$ cat config.mk
export PLATFORM = sky130hd
export DESIGN_NAME = brick_row_flat
export DESIGN_NICKNAME = d
export VERILOG_FILES = /design/src/rtl/brick_pkg.sv /design/src/rtl/brick_row_if.sv /design/src/rtl/brick_hit_detect.sv /design/src/rtl/brick_row.sv /design/src/flat_wrapper.sv
export SDC_FILE = /design/constraint.sdc
export NUM_CORES = 1
export LEC_CHECK = 0
export CORE_AREA = 2 2 123 137
export CTS_BUF_LIST = sky130_fd_sc_hd__clkbuf_4 sky130_fd_sc_hd__clkbuf_8
export CTS_CLUSTER_DIAMETER = 30
export DETAILED_ROUTE_END_ITERATION = 10
export DIE_AREA = 0 0 125 139
export DONT_BUFFER_PORTS = 1
export GPL_ROUTABILITY_DRIVEN = 0
export PLACE_DENSITY = 0.66
export SYNTH_ARGS = -nofsm -noshare
export SYNTH_HDL_FRONTEND = slang
export SYNTH_SLANG_ARGS = --single-unit
$ cat constraint.sdc
create_clock -name clk -period 5.2 [get_ports clk]
set_input_delay 0.52 -clock clk [delete_from_list [all_inputs] [get_ports clk]]
set_output_delay 0.52 -clock clk [all_outputs]
set_load 0.02 [all_outputs]
$ cat src/rtl/brick_pkg.sv
// Shared definitions for the brick row block.
// Holds the row controller state encoding and the default geometry used
// by the interface, the top level and the overlap detector.
package brick_pkg;

  typedef enum logic [1:0] {
    CHECK   = 2'd0,
    RESOLVE = 2'd1,
    MOVE    = 2'd2,
    DONE    = 2'd3
  } state_t;

  localparam int DEF_N_BRICKS    = 8;
  localparam int DEF_COORD_W     = 10;
  localparam int DEF_BRICK_W     = 57;
  localparam int DEF_BRICK_H     = 19;
  localparam int DEF_BRICK_PITCH = 64;
  localparam int DEF_BALL_SIZE   = 20;
  localparam int DEF_FLOOR_Y     = 458;
  localparam int DEF_SPEED       = 1;
  localparam int DEF_DELAY_W     = 25;

endpackage

$ cat src/rtl/brick_row_if.sv
// Signal bundle between the game logic and the brick row.
//   master : drives ball_x/ball_y, init_x/init_y, delay_done;
//            observes x0, y, exist, hit, hit_idx, game_over, cleared
//   slave  : the brick row itself (opposite directions)
interface brick_row_if
  import brick_pkg::*;
#(
  parameter int N_BRICKS = DEF_N_BRICKS,
  parameter int COORD_W  = DEF_COORD_W,
  parameter int DELAY_W  = DEF_DELAY_W
);
  localparam int IDX_W = (N_BRICKS > 1) ? $clog2(N_BRICKS) : 1;

  logic [COORD_W-1:0]  ball_x;
  logic [COORD_W-1:0]  ball_y;
  logic [COORD_W-1:0]  init_x;
  logic [COORD_W-1:0]  init_y;
  logic [DELAY_W-1:0]  delay_done;
  logic [COORD_W-1:0]  x0;
  logic [COORD_W-1:0]  y;
  logic [N_BRICKS-1:0] exist;
  logic                hit;
  logic [IDX_W-1:0]    hit_idx;
  logic                game_over;
  logic                cleared;

  modport master (
    output ball_x, ball_y, init_x, init_y, delay_done,
    input  x0, y, exist, hit, hit_idx, game_over, cleared
  );

  modport slave (
    input  ball_x, ball_y, init_x, init_y, delay_done,
    output x0, y, exist, hit, hit_idx, game_over, cleared
  );

endinterface

$ cat src/rtl/brick_hit_detect.sv
// Combinational rectangle-overlap test between the ball and one brick.
//   ball_x, ball_y   : ball origin (already widened by the caller)
//   brick_x, brick_y : brick origin
//   alive            : brick still present
//   overlap          : alive and the two rectangles touch or intersect
module brick_hit_detect #(
  parameter int CW        = 11,
  parameter int BRICK_W   = 57,
  parameter int BRICK_H   = 19,
  parameter int BALL_SIZE = 20
) (
  input  logic [CW-1:0] ball_x,
  input  logic [CW-1:0] ball_y,
  input  logic [CW-1:0] brick_x,
  input  logic [CW-1:0] brick_y,
  input  logic          alive,
  output logic          overlap
);

  always_comb begin
    overlap = alive
           && (ball_x <= brick_x + CW'(BRICK_W))
           && (ball_x + CW'(BALL_SIZE) >= brick_x)
           && (ball_y <= brick_y + CW'(BRICK_H))
           && (ball_y + CW'(BALL_SIZE) >= brick_y);
  end

endmodule

$ cat src/rtl/brick_row.sv
// Descending row of breakable bricks.
//   clk, rst : clock and synchronous active-high reset
//   bus      : brick_row_if slave -- ball position, reset-time origin,
//              descent delay in; row origin/y, alive mask, hit pulse with
//              index, sticky game_over and cleared out
// The controller cycles CHECK (latch overlap mask) -> RESOLVE (destroy the
// lowest overlapping brick) -> MOVE (descend when the delay has elapsed)
// and parks in DONE once the row is cleared or reaches the floor.
module brick_row
  import brick_pkg::*;
#(
  parameter int N_BRICKS    = DEF_N_BRICKS,
  parameter int COORD_W     = DEF_COORD_W,
  parameter int BRICK_W     = DEF_BRICK_W,
  parameter int BRICK_H     = DEF_BRICK_H,
  parameter int BRICK_PITCH = DEF_BRICK_PITCH,
  parameter int BALL_SIZE   = DEF_BALL_SIZE,
  parameter int FLOOR_Y     = DEF_FLOOR_Y,
  parameter int SPEED       = DEF_SPEED,
  parameter int DELAY_W     = DEF_DELAY_W
) (
  input logic        clk,
  input logic        rst,
  brick_row_if.slave bus
);

  localparam int IDX_W = (N_BRICKS > 1) ? $clog2(N_BRICKS) : 1;
  // One extra bit so that origin + extent never wraps into a false hit.
  localparam int CW = COORD_W + 1;

  state_t state_q, state_nx;

  logic [COORD_W-1:0]  x0_q;
  logic [COORD_W-1:0]  y_q;
  logic [N_BRICKS-1:0] exist_q;
  logic [N_BRICKS-1:0] mask_q;
  logic [DELAY_W-1:0]  delay_q;
  logic                hit_q;
  logic [IDX_W-1:0]    hit_idx_q;
  logic                game_over_q;
  logic                cleared_q;

  logic [N_BRICKS-1:0] overlap;
  logic [N_BRICKS-1:0] clr_onehot;
  logic [N_BRICKS-1:0] exist_after;
  logic [IDX_W-1:0]    lo_idx;
  logic                lo_found;
  logic                hit_now;
  logic                clear_set;
  logic                go_set;
  logic                delay_hit;
  logic                step;
  logic [CW-1:0]       y_sum;
  logic [COORD_W-1:0]  y_inc;

  for (genvar i = 0; i < N_BRICKS; i++) begin : g_brick
    logic [CW-1:0] brick_x;
    assign brick_x = {1'b0, x0_q} + CW'(i * BRICK_PITCH);

    brick_hit_detect #(
      .CW        (CW),
      .BRICK_W   (BRICK_W),
      .BRICK_H   (BRICK_H),
      .BALL_SIZE (BALL_SIZE)
    ) u_detect (
      .ball_x  ({1'b0, bus.ball_x}),
      .ball_y  ({1'b0, bus.ball_y}),
      .brick_x (brick_x),
      .brick_y ({1'b0, y_q}),
      .alive   (exist_q[i]),
      .overlap (overlap[i])
    );
  end

  always_comb begin
    lo_found   = 1'b0;
    lo_idx     = '0;
    clr_onehot = '0;
    for (int unsigned i = 0; i < N_BRICKS; i++) begin
      if (!lo_found && mask_q[i]) begin
        lo_found      = 1'b1;
        lo_idx        = IDX_W'(i);
        clr_onehot[i] = 1'b1;
      end
    end

    hit_now     = (state_q == RESOLVE) && lo_found;
    exist_after = exist_q & ~clr_onehot;
    clear_set   = hit_now && (exist_after == '0);
    // Clearing the last brick wins over reaching the floor in the same cycle.
    go_set      = (state_q != DONE) && !clear_set && (exist_q != '0)
               && ({1'b0, y_q} >= CW'(FLOOR_Y));
    delay_hit   = (delay_q >= bus.delay_done);
    step        = (state_q == MOVE) && delay_hit && !go_set;

    y_sum = {1'b0, y_q} + CW'(SPEED);
    y_inc = y_sum[COORD_W] ? '1 : y_sum[COORD_W-1:0];

    state_nx = state_q;
    case (state_q)
      CHECK:   state_nx = RESOLVE;
      RESOLVE: state_nx = MOVE;
      MOVE:    state_nx = CHECK;
      default: state_nx = DONE;
    endcase
    if (clear_set || go_set) state_nx = DONE;
  end

  always_ff @(posedge clk) begin
    if (rst) state_q <= CHECK;
    else     state_q <= state_nx;
  end

  always_ff @(posedge clk) begin
    if (rst) begin
      x0_q        <= bus.init_x;
      y_q         <= bus.init_y;
      exist_q     <= '1;
      mask_q      <= '0;
      delay_q     <= '0;
      hit_q       <= 1'b0;
      hit_idx_q   <= '0;
      game_over_q <= 1'b0;
      cleared_q   <= 1'b0;
    end else begin
      hit_q <= hit_now;
      if (hit_now) begin
        exist_q   <= exist_after;
        hit_idx_q <= lo_idx;
      end
      if (state_q == CHECK) mask_q <= overlap;
      if (clear_set) cleared_q   <= 1'b1;
      if (go_set)    game_over_q <= 1'b1;
      if (step)      y_q         <= y_inc;

      if (state_nx == DONE)                  delay_q <= '0;
      else if (state_q == MOVE && delay_hit) delay_q <= '0;
      else if (delay_q != '1)                delay_q <= delay_q + DELAY_W'(1);
    end
  end

  assign bus.x0        = x0_q;
  assign bus.y         = y_q;
  assign bus.exist     = exist_q;
  assign bus.hit       = hit_q;
  assign bus.hit_idx   = hit_idx_q;
  assign bus.game_over = game_over_q;
  assign bus.cleared   = cleared_q;

endmodule

$ cat src/flat_wrapper.sv
// flat-port wrapper written by rule: the top's interface ports become plain ports
module brick_row_flat import brick_pkg::*;
#(
  parameter int N_BRICKS    = DEF_N_BRICKS,
  parameter int COORD_W     = DEF_COORD_W,
  parameter int BRICK_W     = DEF_BRICK_W,
  parameter int BRICK_H     = DEF_BRICK_H,
  parameter int BRICK_PITCH = DEF_BRICK_PITCH,
  parameter int BALL_SIZE   = DEF_BALL_SIZE,
  parameter int FLOOR_Y     = DEF_FLOOR_Y,
  parameter int SPEED       = DEF_SPEED,
  parameter int DELAY_W     = DEF_DELAY_W
)
  (clk, rst, bus_ball_x, bus_ball_y, bus_init_x, bus_init_y, bus_delay_done, bus_x0, bus_y, bus_exist, bus_hit, bus_hit_idx, bus_game_over, bus_cleared);
  brick_row_if #(.N_BRICKS(N_BRICKS), .COORD_W(COORD_W), .DELAY_W(DELAY_W)) bus_i ();
  input logic clk;
  input logic rst;
  input wire logic [$bits(bus_i.ball_x)-1:0] bus_ball_x;
  input wire logic [$bits(bus_i.ball_y)-1:0] bus_ball_y;
  input wire logic [$bits(bus_i.init_x)-1:0] bus_init_x;
  input wire logic [$bits(bus_i.init_y)-1:0] bus_init_y;
  input wire logic [$bits(bus_i.delay_done)-1:0] bus_delay_done;
  output wire logic [$bits(bus_i.x0)-1:0] bus_x0;
  output wire logic [$bits(bus_i.y)-1:0] bus_y;
  output wire logic [$bits(bus_i.exist)-1:0] bus_exist;
  output wire logic [$bits(bus_i.hit)-1:0] bus_hit;
  output wire logic [$bits(bus_i.hit_idx)-1:0] bus_hit_idx;
  output wire logic [$bits(bus_i.game_over)-1:0] bus_game_over;
  output wire logic [$bits(bus_i.cleared)-1:0] bus_cleared;
  assign bus_i.ball_x = bus_ball_x;
  assign bus_i.ball_y = bus_ball_y;
  assign bus_i.init_x = bus_init_x;
  assign bus_i.init_y = bus_init_y;
  assign bus_i.delay_done = bus_delay_done;
  assign bus_x0 = bus_i.x0;
  assign bus_y = bus_i.y;
  assign bus_exist = bus_i.exist;
  assign bus_hit = bus_i.hit;
  assign bus_hit_idx = bus_i.hit_idx;
  assign bus_game_over = bus_i.game_over;
  assign bus_cleared = bus_i.cleared;
  brick_row #(.N_BRICKS(N_BRICKS), .COORD_W(COORD_W), .BRICK_W(BRICK_W), .BRICK_H(BRICK_H), .BRICK_PITCH(BRICK_PITCH), .BALL_SIZE(BALL_SIZE), .FLOOR_Y(FLOOR_Y), .SPEED(SPEED), .DELAY_W(DELAY_W)) u_core (.clk(clk), .rst(rst), .bus(bus_i));
endmodule
==> results of run 1 <==
-- routing by layer --
metal | part of all wire, % | vias to the layer above
met5 | 0.063 | -
met4 | 2.0 | 2
met3 | 4.4 | 24
met2 | 46 | 138
met1 | 48 | 2701
li1 | - | 3042
-- synth_stat cells (all sizes together), types with 8 or more instances --
| cell | count | area, um^2 |
|---|---|---|
| edfxtp | 20 | 600.6 |
| xnor2 | 60 | 525.5 |
| a2bb2oi | 8 | 70.07 |
| nand2b | 10 | 62.56 |
| a21oi | 43 | 219.0 |
| nor2b | 9 | 63.81 |
| a211oi | 9 | 67.56 |
| xor2 | 19 | 166.4 |
| ha | 135 | 1689 |
| a21o | 9 | 67.56 |
| nand3 | 41 | 205.2 |
| nand2 | 75 | 281.5 |
| inv | 77 | 289.0 |
| nor3 | 25 | 140.1 |
| nor2 | 69 | 264.0 |
| dfxtp | 49 | 980.9 |
| a31oi | 13 | 81.33 |
| clkbuf | 11 | 41.29 |
| nand4 | 20 | 125.1 |
| o21ai | 30 | 153.9 |
| buf | 14 | 108.9 |
| o21a | 13 | 97.59 |
-- logic make-up after synthesis --
kind of cell | count (synthesis) | synth area share [%]
buffers and inverters | 102 | 6.223
DFF | 69 | 22.41
xor gates and xnor gates | 79 | 9.805
adders and majority gates | 135 | 23.94
AOI/OAI and AO/OA | 179 | 17.20
and+or+nand+nor | 287 | 20.14
muxes | 2 | 0.2837
-- critical path, stage by stage, from the launching register on --
cell      delay, ns
edfxtp_1       0.80
inv_1          0.28
ha_1           0.43
nor3_1         0.40
nor2_1         0.12
ha_1           0.32
a21o_1         0.18
a21o_1         0.18
a221oi_1       0.27
a311oi_1       0.08
o41ai_1        0.35
-- path summary, 6_finish.rpt --
kind | startpoint | endpoint | slack, ns | cells past startpoint
max | u_core.bus.x0[6] | u_core.mask_q[5] | 1.67 | 10
min | rst | u_core.state_q[1] | 0.24 | 1
max reg2reg | u_core.bus.x0[6] | u_core.mask_q[5] | 1.67 | 10
min reg2reg | u_core.mask_q[5] | u_core.mask_q[5] | 0.50 | 2
-- power groups by stage --
stage	clock [mW]	combinational (mW)	sequential (mW)
after floorplan	0	0.491	0.633
after global placement	0	0.598	0.651
after detailed placement	0	0.603	0.651
after CTS	0.496	0.608	0.639
after global routing	0.518	0.691	0.643
final	0.484	0.611	0.639
-- registers in the layout, indices dropped and copies added, names as in the netlist --
| register | count |
|---|---|
| u_core.bus.game_over | 1 |
| u_core.bus.x0 | 10 |
| u_core.delay_q | 25 |
| u_core.bus.hit | 1 |
| u_core.bus.exist | 8 |
| u_core.bus.cleared | 1 |
| u_core.mask_q | 8 |
| u_core.state_q | 2 |
| u_core.bus.hit_idx | 3 |
| u_core.bus.y | 10 |
-- cell type report --
type                            instances  area [um^2]
Fill cell                            1644         8687
Multi-Input combinational cell        682         5036
Sequential cell                        69         1582
Inverter                               77        289.0
Tap cell                              204        255.2
Clock buffer                           13        172.7
Clock inverter                          3        41.29
==> flow_metrics.py, run 1 <==
metrics = {
    "status": {
        "status": "finished, final reports clean",
    },
    "global_routing": {
        "grt_pass1_wl_mm": 28.06,
        "top_usage_layer": "met2",
        "met3_usage_pct": 4.398,
        "first_global_vias": 5589,
        "gr-usage-met2_pct": 32.72,
        "grt_max_degree": 29,
        "antenna_found_initial": 1,
        "grt_util_all_layers_pct": 19.69,
        "grt_util_met1_pct": 25.89,
        "grt.overflow.total": 0,
    },
    "yosys": {
        "synth_edf_count": 20,
        "ys.flop_type": "dfxtp_1",
        "syn-num-nets": 1055,
        "syn_area_um2": 7057,
        "synthCells": 853,
        "async_flop_share_pct": 0,
        "avgSynthCellArea_um2": 8.273,
        "ys_seq_elements": 69,
        "yosys_warnings": 0,
        "ys_seq_area_share_pct": 22.41,
        "post_synth_num_cell_types": 65,
    },
    "sta": {
        "rsz0062_at_grt": "no",
        "finalCriticalPeriod_ns": 3.527,
        "fin_tns_setup_ns": 0,
        "finClkSkew_ns": 0.01486,
        "fmax_ghz": 0.2835,
        "worst_pin_slew_ns": 1.057,
        "fin_crit_sh_pct": 67.83,
        "slew_viol_final": 0,
        "fin_ws_ns": 1.673,
        "setup_viol": 0,
        "holdWs_ns": 0.2350,
        "hold_violations": 0,
        "maxSlewHeadroom_pct": 29.04,
    },
    "route": {
        "ant_nets": 0,
        "route.detailed.drc": 0,
        "wl_per_cell_um": 16.56,
        "routed_wl_mm": 17.35,
        "viasPerCell": 5.636,
        "drtIter0Drc": 333,
        "vias": 5907,
        "firstDrtPassIters": 5,
    },
    "power": {
        "seqPwrFrac_pct": 36.9,
        "p_clk_share_pct": 27.9,
        "cellPowerDensity_nw_per_um2": 235.0,
        "internal-power_mw": 1.106,
        "comb_power_share_pct": 35.2,
        "p_sw_share_pct": 36.22,
        "p_switching_mw": 0.6280,
        "worst_ir_drop_vdd_mv": 0.1115,
        "p_leak_nw": 3.133,
        "totalPowerFinal_mw": 1.734,
    },
    "floorplan": {
        "ioPinCount": 101,
        "die_h_um": 139,
        "die-area_um2": 17380,
        "row_count": 49,
        "design.core.area_um2": 16060,
        "fp.dieW_um": 125,
        "start_util_pct": 43.93,
    },
    "finish": {
        "num_antenna_cells": 0,
        "drive_gt1_share_pct": 3.555,
        "layout_common_cells": "135 x ha_1, 76 x inv_1, 75 x nand2_1, 67 x nor2_1, 60 x xnor2_1",
        "post-route-util_pct": 45.92,
        "syn2layout_area_growth_pct": 4.521,
        "final_area_um2": 7376,
        "final_common_cell": "ha_1",
        "fin_nets": 1041,
        "instances_no_fill": 1048,
    },
    "placed_design": {
        "dpl_cell_area_um2": 7162,
        "preCtsSetupSlack_ns": 1.749,
        "io_buffers": 0,
        "dp_hpwl_mm": 13.95,
        "dp.cells": 1032,
    },
    "clock_network": {
        "post_cts_buffers": 0,
        "cts_root_buffer": "clkbuf_8",
        "clkLatencyLatePin_ns": 0.37,
        "cts.reportedPaths.clkPinSlew_ns": 0.08,
        "tritoncts": "yes",
        "cts_max_path_buffers": 2,
        "cts_resized": 0,
        "cts.sinks": 69,
        "hold_buffers": 0,
        "htree_levels": 3,
        "numCtsBuffers": 9,
    },
    "setup_path": {
        "path_class": "register to register",
        "worstPathRequired_ns": 5.48,
        "arrival_ns": 3.80,
        "crit_fanout": 17,
        "startpoint_type": "register",
        "end_kind": "register",
    },
    "worst_hold_path": {
        "hold_class": "input port to register",
    },
    "flow_run": {
        "cap_violations": 0,
    },
}
Power figures use the tool's default switching activity.
==> inputs of run 2 (changes only) <==
--- a/config.mk
+++ b/config.mk
@@ -12,7 +12,7 @@
 export DIE_AREA = 0 0 125 139
 export DONT_BUFFER_PORTS = 1
 export GPL_ROUTABILITY_DRIVEN = 0
-export PLACE_DENSITY = 0.66
+export PLACE_DENSITY = 0.68
 export SYNTH_ARGS = -nofsm -noshare
 export SYNTH_HDL_FRONTEND = slang
 export SYNTH_SLANG_ARGS = --single-unit
==> constraint.sdc (replaced) <==
create_clock -name clk -period 3.2 [get_ports clk]
set_input_delay 0.32 -clock clk [delete_from_list [all_inputs] [get_ports clk]]
set_output_delay 0.32 -clock clk [all_outputs]
set_load 0.02 [all_outputs]
==> run 2 against run 1 <==
  * Flip-flop and latch count stayed put
  * Sequential power is 55% higher
  * Worst hold slack got worse by 0.19 ns
  * Fmax grew 19%
  * Sequential share of layout area decreased by 0.64 points
  * Register-to-register slack got worse by 1.4 ns
  * Utilization grew 1.4 points
  * Die area unchanged
  * Critical path type unchanged
  * Global-route usage increased by 0.51 points
==> flow_metrics.py, run 2 (synthesis gave the netlist of run 1 again) <==
metrics = {
    "sta": {
        "worst_pin_slew_ns": 1.046,
        "hold_violations": 0,
        "setup_viol": 0,
        "slew_viol_final": 0,
        "fmax_ghz": 0.3380,
        "finClkSkew_ns": 0.009651,
        "finalCriticalPeriod_ns": 2.958,
        "maxSlewHeadroom_pct": 29.78,
        "fin_tns_setup_ns": 0,
        "rsz0062_at_grt": "no",
        "fin_crit_sh_pct": 92.44,
    },
    "route": {
        "routed_wl_mm": 17.33,
        "route.detailed.drc": 0,
        "wl_per_cell_um": 16.12,
        "drtIter0Drc": 268,
        "m1WireLength_mm": 8.000,
        "met2WireLength_mm": 8.065,
        "wl_met3_um": 898,
        "viasPerCell": 5.623,
        "vias": 6045,
        "firstDrtPassIters": 4,
        "top_layer_used": "met4",
        "ant_nets": 0,
    },
    "floorplan": {
        "die_h_um": 139,
        "design.core.area_um2": 16060,
        "start_util_pct": 43.93,
        "row_count": 49,
        "ioPinCount": 101,
        "die-area_um2": 17380,
        "fp.dieW_um": 125,
    },
    "global_routing": {
        "grt.overflow.total": 0,
        "grt_util_all_layers_pct": 20.20,
        "grt_max_degree": 29,
        "antenna_found_initial": 0,
        "first_global_vias": 5953,
        "grt_pass1_wl_mm": 29.10,
    },
    "power": {
        "p_leak_nw": 3.269,
        "worst_ir_drop_vdd_mv": 0.2511,
        "cellPowerDensity_nw_per_um2": 379.8,
    },
    "finish": {
        "post-route-util_pct": 47.32,
        "final_area_um2": 7601,
        "layout_common_cells": "135 x ha_1, 76 x inv_1, 75 x nand2_1, 67 x nor2_1, 60 x xnor2_1",
        "fin_nets": 1068,
        "final_common_cell": "ha_1",
        "top_register": "u_core.delay_q",
        "largest_register_ff_count": 25,
        "num_antenna_cells": 0,
        "drive_gt1_share_pct": 6.774,
        "syn2layout_area_growth_pct": 7.713,
    },
    "clock_network": {
        "cts.sinks": 69,
        "cts.reportedPaths.clkPinSlew_ns": 0.08,
        "tritoncts": "yes",
        "htree_levels": 3,
        "cts_max_path_buffers": 2,
        "cts_root_buffer": "clkbuf_8",
        "clkLatencyLatePin_ns": 0.36,
        "post_cts_buffers": 0,
        "numCtsBuffers": 9,
    },
    "placed_design": {
        "dpl_cell_area_um2": 7365,
        "io_buffers": 0,
        "dp_hpwl_mm": 14.09,
    },
    "setup_path": {
        "startpoint_type": "register",
        "worstPathRequired_ns": 3.45,
        "path_class": "register to register",
        "crit_fanout": 8,
        "arrival_ns": 3.21,
        "end_kind": "register",
    },
    "worst_hold_path": {
        "hold_class": "input port to register",
    },
    "flow_run": {
        "cap_violations": 0,
    },
    "status": {
        "status": "finished, final reports clean",
    },
}
==> run 2: report_power, final <==
part	leakage (nW)	switching, mW	total [mW]	internal (mW)
logic	2.56	0.622	1.08	0.458
clock network	0.114	0.367	0.816	0.448
registers	0.591	0.0510	0.991	0.940
==> run 2: final timing paths <==
kind               startpoint                    end  slack, ns  cells after the start
max reg2reg  u_core.bus.x0[0]       u_core.mask_q[5]       0.24                     10
min                       rst  u_core.bus.hit_idx[2]       0.04                      1
min reg2reg  u_core.mask_q[7]       u_core.mask_q[7]       0.51                      2
max          u_core.bus.x0[0]       u_core.mask_q[5]       0.24                     10
==> run 2: stage by stage <==
step | hold WS (ns) | total power, mW | worst slack, ns | std cells
final | 0.04183 | 2.887 | 0.2418 | 1075
after global routing | 0.02104 | 3.100 | 0.00007527 | 1075
after CTS | 0.009691 | 2.900 | 0.07868 | 1075
after detailed placement | 0.4040 | 2.075 | 0.1102 | 1059
after global placement | 0.4029 | 2.059 | 0.2010 | 1059
after floorplan | 0.4189 | 1.826 | 0.07228 | 853
==> run 2: layout make-up <==
type	count	area, um^2
well taps	204	255.2
repair buffers	27	202.7
clock buffers	10	131.4
inverters	77	289.0
flip-flops and latches	69	1582
clock inverters	6	85.08
multi-input cells	682	5056
fillers	1642	8462
==> run 2: timing repair <==
action,4_1_cts,5_1_grt
hold buffers,0,0
endpoints found under the setup margin,0,4
resized for setup,0,3
==> run 2: critical path: stages (launching register included) <==
cell and delay (ns):
edfxtp_1 0.40, ha_1 0.26, a2111o_1 0.54, nand2_1 0.20, xnor2_1 0.18, inv_1 0.07
ha_1 0.31, a21o_1 0.16, a221oi_1 0.29, a311oi_1 0.10, o41ai_1 0.34
==> run 2: layer usage <==
layer  track usage [%]  vias up
met5                 0        -
met4             7.076        0
met3             3.858       23
met2             33.44      145
met1             26.33     2785
li1                  -     3092
==> inputs of run 3 (changes only) <==
--- a/config.mk
+++ b/config.mk
@@ -5,13 +5,14 @@
 export SDC_FILE = /design/constraint.sdc
 export NUM_CORES = 1
 export LEC_CHECK = 0
-export CORE_AREA = 2 2 123 137
+export CORE_AREA = 2 2 136 124
 export CTS_BUF_LIST = sky130_fd_sc_hd__clkbuf_4 sky130_fd_sc_hd__clkbuf_8
 export CTS_CLUSTER_DIAMETER = 30
 export DETAILED_ROUTE_END_ITERATION = 10
-export DIE_AREA = 0 0 125 139
+export DIE_AREA = 0 0 138 126
 export DONT_BUFFER_PORTS = 1
 export GPL_ROUTABILITY_DRIVEN = 0
+export MAX_ROUTING_LAYER = met4
 export PLACE_DENSITY = 0.68
 export SYNTH_ARGS = -nofsm -noshare
 export SYNTH_HDL_FRONTEND = slang
==> run 3 against run 2 <==
  * First-iteration DRC count grew 4.1%
  * Non-clock buffer count did not move
  * Total power up 0.67%
  * Clock power up 2%
  * Global-route usage grew 0.74 points
  * Register-to-register slack barely moved
  * Fmax down 0.33%
  * Critical endpoint unchanged
  * Clock skew increased by 0.00096 ns
  * Critical path type unchanged
  * Setup slack lost 0.0098 ns
  * Critical path depth increased by 1
  * Cell count up 0.28%
  * Die area about the same
==> flow_metrics.py, run 3 (synthesis gave the netlist of run 1 again) <==
metrics = {
    "clock_network": {
        "hold_buffers": 0,
        "cts_root_buffer": "clkbuf_8",
        "numCtsBuffers": 9,
        "clkLatencyLatePin_ns": 0.37,
        "post_cts_buffers": 0,
        "tritoncts": "yes",
        "cts_max_path_buffers": 2,
        "cts_resized": 0,
        "htree_levels": 3,
        "cts.sinks": 69,
        "cts.reportedPaths.clkPinSlew_ns": 0.08,
    },
    "global_routing": {
        "grt.overflow.total": 0,
        "grt_util_all_layers_pct": 20.94,
        "grt_pass1_wl_mm": 28.86,
        "met3_usage_pct": 3.384,
        "top_usage_layer": "met2",
        "antenna_found_initial": 0,
        "grt_util_met1_pct": 29.07,
        "gr-usage-met2_pct": 31.77,
        "grt_max_degree": 29,
        "first_global_vias": 5685,
    },
    "sta": {
        "fin_tns_setup_ns": 0,
        "fin_crit_sh_pct": 92.75,
        "rsz0062_at_grt": "no",
        "fmax_ghz": 0.3369,
        "hold_violations": 0,
        "setup_viol": 0,
        "finalCriticalPeriod_ns": 2.968,
        "finClkSkew_ns": 0.01061,
        "worst_pin_slew_ns": 1.014,
        "maxSlewHeadroom_pct": 31.91,
        "slew_viol_final": 0,
    },
    "floorplan": {
        "die-area_um2": 17390,
        "design.core.area_um2": 15970,
        "die_h_um": 126,
        "ioPinCount": 101,
        "fp.dieW_um": 138,
        "start_util_pct": 44.20,
        "row_count": 44,
    },
    "setup_path": {
        "worstPathRequired_ns": 3.47,
        "startpoint_type": "register",
        "rrSetupSlack_ns": 0.23,
        "arrival_ns": 3.24,
        "cpPeakStageDelay_ns": 0.53,
        "end_kind": "register",
        "path_cells": "inv_1, ha_1, a21oi_1, xnor2_1, xnor2_1, ha_1, and3_1, o21a_1, a221oi_1, a311oi_1, o41ai_1",
        "critPathSlowestCell": "edfxtp_1",
        "crit_fanout": 7,
        "path_class": "register to register",
    },
    "finish": {
        "instances_no_fill": 1078,
        "final_common_cell": "ha_1",
        "largest_register_ff_count": 25,
        "top_register": "u_core.delay_q",
        "num_antenna_cells": 0,
        "syn2layout_area_growth_pct": 8.050,
        "layout_common_cells": "135 x ha_1, 76 x inv_1, 75 x nand2_1, 67 x nor2_1, 60 x xnor2_1",
        "drive_gt1_share_pct": 6.889,
        "fin_nets": 1068,
        "final_area_um2": 7625,
    },
    "status": {
        "status": "finished, final reports clean",
    },
    "route": {
        "viasPerCell": 5.574,
        "ant_nets": 0,
        "routed_wl_mm": 17.37,
        "wl_per_cell_um": 16.11,
        "firstDrtPassIters": 4,
        "route.detailed.drc": 0,
        "vias": 6009,
        "drtIter0Drc": 279,
    },
    "power": {
        "worst_ir_drop_vdd_mv": 0.2994,
        "cellPowerDensity_nw_per_um2": 381.1,
        "p_leak_nw": 3.275,
    },
    "placed_design": {
        "io_buffers": 0,
        "dp_hpwl_mm": 14.17,
        "dpl_cell_area_um2": 7368,
        "dp.cells": 1062,
    },
    "flow_run": {
        "cap_violations": 0,
    },
    "worst_hold_path": {
        "hold_class": "input port to register",
    },
}
run 3: cell count changes in the layout (fill, tap and decap cells not counted):
cell and change:
nor3_1 -1, nor3_2 +1, clkinv_2 -1, clkbuf_4 -1, clkbuf_8 +2
run 3: layout make-up:
cell class,instances,area [um^2]
Inverter,77,289.0
Tap cell,207,259.0
Timing Repair Buffer,27,202.7
Multi-Input combinational cell,682,5061
Sequential cell,69,1582
Clock buffer,11,151.4
Clock inverter,5,80.08
Fill cell,1606,8341
run 3: worst paths after layout:
path / startpoint / endpoint / cells after the start
max: u_core.bus.x0[8] / u_core.mask_q[5] / 11
min: rst / u_core.bus.cleared / 1
max reg2reg: u_core.bus.x0[8] / u_core.mask_q[5] / 11
min reg2reg: u_core.mask_q[5] / u_core.mask_q[5] / 2
run 3: worst max-delay path: cells and delay by family, from the launching register on:
| kind | cells | cell delay (ns) |
|---|---|---|
| compound gates | 5 | 1.03 |
| simple gates | 1 | 0.21 |
| fa+ha+maj | 2 | 0.52 |
| xor+xnor | 2 | 0.37 |
| flops | 1 | 0.53 |
| buf+inv | 1 | 0.22 |
run 3: where the power goes:
part           switching, mW  internal, mW  total [mW]
Sequential            0.0494         0.940       0.989
Clock                  0.352         0.483       0.835
Combinational          0.621         0.461        1.08
Total                   1.02          1.88        2.91
run 3: metal layers:
metal / part of all wire, % / wire length [um]
met5: 0 / 0
met4: 1.3 / 227
met3: 5.2 / 897
met2: 45 / 7748
met1: 49 / 8494
run 3: through the flow:
stage	hold WS [ns]	setup slack [ns]	utilization, %	total power [mW]
after global placement	0.4034	0.1953	46.15	2.054
after CTS	0.004460	0.04689	47.60	2.923
after floorplan	0.4189	0.07228	-	1.826
after detailed placement	0.4050	0.06720	46.15	2.073
final	0.02810	0.2321	47.76	2.906
after global routing	0.004273	0.007744	47.76	3.118
